### src/rtl/hazard_ctrl.sv
// Pipeline hazard controller: load-use, data-memory wait, multi-cycle execute sequencing, deferred branch flush.
// Optional macro HAZARD_PERF_EN adds stall-cycle and flush performance counters.
module hazard_ctrl #(
  parameter int unsigned MD_CYCLES   = 4,
  parameter logic [2:0]  LOAD_WB_SRC = 3'd1
) (
  input  logic       clk,
  input  logic       rst,
  input  logic [4:0] id_rs1,
  input  logic [4:0] id_rs2,
  input  logic [1:0] id_dep_check,
  input  logic [4:0] ex_rd,
  input  logic [2:0] ex_wb_src,
  input  logic       ex_md_start,
  input  logic       ex_branch_taken,
  input  logic       dmem_req,
  input  logic       dmem_ready,
  output logic       stall_f,
  output logic       stall_d,
  output logic       stall_e,
  output logic       stall_m,
  output logic       flush_d,
  output logic       flush_e,
  output logic       flush_m,
  output logic       md_busy
`ifdef HAZARD_PERF_EN
  ,
  output logic [31:0] perf_stall_cycles,
  output logic [31:0] perf_flushes
`endif
);
  typedef enum logic {RUN, MD_BUSY} state_t;

  localparam logic [3:0] CNT_LOAD = 4'(MD_CYCLES - 2);

  state_t     state;
  logic [3:0] cnt;
  logic       mem_wait, load_use, md_hold, ex_held, br_go, lu_go;

  assign mem_wait = dmem_req & ~dmem_ready;
  assign load_use = (ex_wb_src == LOAD_WB_SRC) & (ex_rd != 5'd0) &
                    ((id_dep_check[0] & (ex_rd == id_rs1)) |
                     (id_dep_check[1] & (ex_rd == id_rs2)));
  assign md_hold  = ((state == RUN) & ex_md_start) | ((state == MD_BUSY) & (cnt != 4'd0));
  assign ex_held  = mem_wait | md_hold;

  // A branch behind a held D/E waits in EX; the input stays asserted until it can flush.
  assign br_go = ex_branch_taken & ~ex_held;
  assign lu_go = load_use & ~ex_branch_taken & ~ex_held;

  always_comb begin
    stall_f = 1'b0;
    stall_d = 1'b0;
    stall_e = 1'b0;
    stall_m = 1'b0;
    flush_d = 1'b0;
    flush_e = 1'b0;
    flush_m = 1'b0;
    md_busy = 1'b0;
    if (!rst) begin
      stall_e = ex_held;
      stall_m = mem_wait;
      stall_f = (ex_held | lu_go) & ~br_go;
      stall_d = (ex_held | lu_go) & ~br_go;
      flush_d = br_go;
      flush_e = br_go | lu_go;
      flush_m = md_hold & ~mem_wait;
      md_busy = (state == MD_BUSY);
    end
  end

  always_ff @(posedge clk or posedge rst) begin
    if (rst) begin
      state <= RUN;
      cnt   <= 4'd0;
    end else begin
      case (state)
        RUN: if (ex_md_start) begin
          state <= MD_BUSY;
          cnt   <= CNT_LOAD;
        end
        MD_BUSY: begin
          if (cnt != 4'd0) cnt <= cnt - 4'd1;
          else             state <= RUN;
        end
      endcase
    end
  end

`ifdef HAZARD_PERF_EN
  always_ff @(posedge clk or posedge rst) begin
    if (rst) begin
      perf_stall_cycles <= 32'd0;
      perf_flushes      <= 32'd0;
    end else begin
      if (stall_f) perf_stall_cycles <= perf_stall_cycles + 32'd1;
      if (flush_d) perf_flushes      <= perf_flushes + 32'd1;
    end
  end
`endif
endmodule
### config.mk
export PLATFORM = sky130hd
export DESIGN_NAME = hazard_ctrl
export DESIGN_NICKNAME = d
export VERILOG_FILES = /design/src/rtl/hazard_ctrl.sv
export SDC_FILE = /design/constraint.sdc
export NUM_CORES = 1
export LEC_CHECK = 0
export BUFFER_PORTS_ARGS = -buffer_cell sky130_fd_sc_hd__buf_2
export CORE_AREA = 2 2 39 41
export CTS_CLUSTER_DIAMETER = 120
export DETAILED_ROUTE_END_ITERATION = 16
export DIE_AREA = 0 0 41 43
export GPL_TIMING_DRIVEN = 0
export MAX_ROUTING_LAYER = met4
export PLACE_DENSITY = 0.75
export SLEW_MARGIN = 20
export SYNTH_ARGS = -nofsm -noshare
export SYNTH_HDL_FRONTEND = slang
export SYNTH_SLANG_ARGS = --single-unit
### constraint.sdc
create_clock -name clk -period 2.3 [get_ports clk]
set_clock_uncertainty 0.2 [all_clocks]
set_input_delay 0.46 -clock clk [delete_from_list [all_inputs] [get_ports clk]]
set_output_delay 0.46 -clock clk [all_outputs]
set_load 0.03 [all_outputs]
==> metrics.txt <==
failing checks negative setup slack; Avg Inst Size Synth 8.47 sq um; drt pass-1 iters 4; total track usage 19.2%; Final Hold Vio Count 0; origin of the critical flop-to-flop path cnt[0]$_DFFE_PP0P_; Yosys top cell area share 24.6%; Worst Setup Path Type in2out; area of the die 1760 sq um; Worst Min Path Start ex_md_start; met1 Use GR 20.3%; post-synthesis simple-gate area fraction 29.3%; # port buffers 33; cts bufs inserted 3; top cells by area, synth dfrtp_1, xor2_1, o21ai_0, o22ai_4, inv_1; final hold slack 248 ps; Chip Height 43 um; Worst Path Max Fanout 2; Post-synth EDFFs 0; Crit. End Element primary output; CP arrival 1720 ps; Rows 14; # diodes 0; utilization after layout 66.3%; synthesis-stage register bit count 5; Unique masters post-synth 30; Max Root-Sink Buffers 2; Residual DRC 0; initial antenna violation count 0; vias 617; Non-Filler Instances 123; via density per instance 5.02; Compound-Gate Fraction of Synth Area 17.0%; final worst-path setup slack -75.4 ps; CTS tree built; Mapped Area 508 sq um; Fmax 421 MHz; post-detail-place hpwl 1.03 mm; Syn Nets 87; GRT met2 Usage 32.8%; Power Dens Cells 981 nW/um^2; RSZ-0062 raised after global routing true; Final setup viols 2; Reg clk slew, reported paths 50 ps; flop2flop setup slack 800 ps; Hold Crit Class in2reg; Peak VDD IR 0.592 mV; DR iter-0 viols 2; grt total ovfl 0; largest family of logic cells by synthesized area simple AND/OR/NAND/NOR gates; final total power 900 uW; Root Driver clkbuf_4; H-tree depth 1; Cells after Synth 60; number of global-route vias before repair 559; yosys warns 0; Final period util 103%; post-synthesis sequential area ratio 24.6%; layout cells sized above 1 57.9%; post-route ant nets 0; CP Data Required Time 1640 ps; Worst-Skew Late Latency 260 ps; Starting Density 36.7%; clk sink count 5; FFs w/ async S/R, synth 100%; Hold Path Depth 2; Final nets 135; Slew @ Worst Pin 366 ps; mux share of post-synthesis cell area 1.97%; Ports 34; final RePlAce weighted congestion 0.832; Top Usage Layer GRT met2; xor/xnor cell area share of the yosys netlist 17.2%; Post-Synth Adder-Cell Area 2.46%; FF-to-FF End state$_DFF_PP0_; critical path launch point type primary input; cell taking the most area after synthesis dfrtp_1; first-pass GRT wire length 2.21 mm; met3 Use GR 3.14%; maxcap violations 0; Hold Crit Endpoint cnt[2]$_DFFE_PP0P_; time the worst path needs with I/O delays and setup 2380 ps; worst-case reg-to-reg path depth 7; P&R area growth vs syn 80.5%; max-slew violations 0; Die X 41 um; largest net degree at the start of global routing 10; Core Area 1380 sq um; worst slew margin relative to its limit 75.6%; P_leak 0.442 nW; DP Cell Count 109; run status finished with violations; top_reg_cell synth dfrtp_1; Detailed Route WL 1.58 mm; WL/cell 12.8 um
## worst max-delay path: stages
cell and delay [ps]:
buf_8 90, or4_4 540, o21ai_4 150, nand2b_4 150
o21bai_4 60, buf_6 120, buf_6 120
## how the worst max path moves through the flow
| stage | endpoint | from | depth (start not counted) | slack (ps) |
|---|---|---|---|---|
| CTS | stall_f | ex_rd[4] | 7 | -90 |
| floorplan | flush_e | cnt[0]$_DFFE_PP0P_ | 6 | -30 |
| global placement | stall_f | ex_rd[1] | 7 | -110 |
| finish | stall_f | ex_rd[4] | 7 | -80 |
| global route | stall_f | ex_rd[4] | 7 | -110 |
| detailed placement | stall_f | ex_rd[1] | 7 | -160 |
## through the flow
step	TNS, ps	cell area, sq um	setup WS, ps
floorplan	-28.2	523	-28.2
global placement	-108	708	-108
detailed placement	-236	708	-158
CTS	-180	866	-91.8
global route	-303	917	-110
finish	-127	917	-75.4
## area by class of cell
type / count / area [sq um]
well taps: 16 / 20.0
plain buffers: 2 / 22.5
fillers: 113 / 467
clock buffers: 4 / 26.3
flip-flops and latches: 5 / 125
inverters: 5 / 18.8
multi-input cells: 48 / 425
repair buffers: 43 / 279
## kinds of logic (layout without fill, tap and decap cells)
group,Yosys count,count (layout)
AOI/OAI and AO/OA,12,12
buffers and inverters,7,54
adders and majority gates,1,1
DFF,5,5
and+or+nand+nor,24,24
xor gates and xnor gates,10,10
muxes,1,1
## registers in the layout (all words and copies together), names as in the netlist
name / count
cnt: 4
state: 1
## Yosys cell counts, types with 2 or more instances
library cell / n
dfrtp_1: 5
nand2b_1: 2
o21bai_1: 2
xnor2_1: 2
nor2_1: 3
a21oi_1: 2
nor4_1: 2
inv_1: 5
nand3b_1: 2
o21ai_0: 4
nor3_1: 2
nand2_1: 4
xor2_1: 8
## layout by cell type, fill, tap and decap left out, types with 2 or more instances in the layout
cell | synthesis | layout
dlygate4sd3_1 | 0 | 2
buf_4 | 1 | 10
buf_6 | 1 | 5
nand3b_1 | 2 | 2
nor3_1 | 2 | 2
o21ai_0 | 4 | 4
nand2_1 | 4 | 4
xnor2_1 | 2 | 2
clkbuf_4 | 0 | 3
buf_2 | 0 | 27
inv_2 | 0 | 2
inv_1 | 5 | 3
nand2b_4 | 1 | 3
nor2_1 | 3 | 3
xor2_1 | 8 | 8
dfrtp_1 | 5 | 5
## per-layer routing
| layer | wire (um) | vias to the layer above |
|---|---|---|
| met5 | 0 | - |
| met4 | 21 | 0 |
| met3 | 55 | 2 |
| met2 | 879 | 18 |
| met1 | 619 | 294 |
| li1 | - | 303 |
## report_power, final
part           internal (mW)  switching (mW)
registers              0.133          0.0347
logic                  0.320           0.305
clock network         0.0659          0.0415
## timing repair
item | 4_1_cts | 5_1_grt
gates resized for setup | 19 | 7
endpoints found under the hold margin | 2 | 0
endpoints found under the setup margin | 4 | 3
hold buffers | 2 | 0
pin swaps | 7 | 7
setup buffers | 5 | 3
No activity file was read; power rests on OpenSTA's default activity.
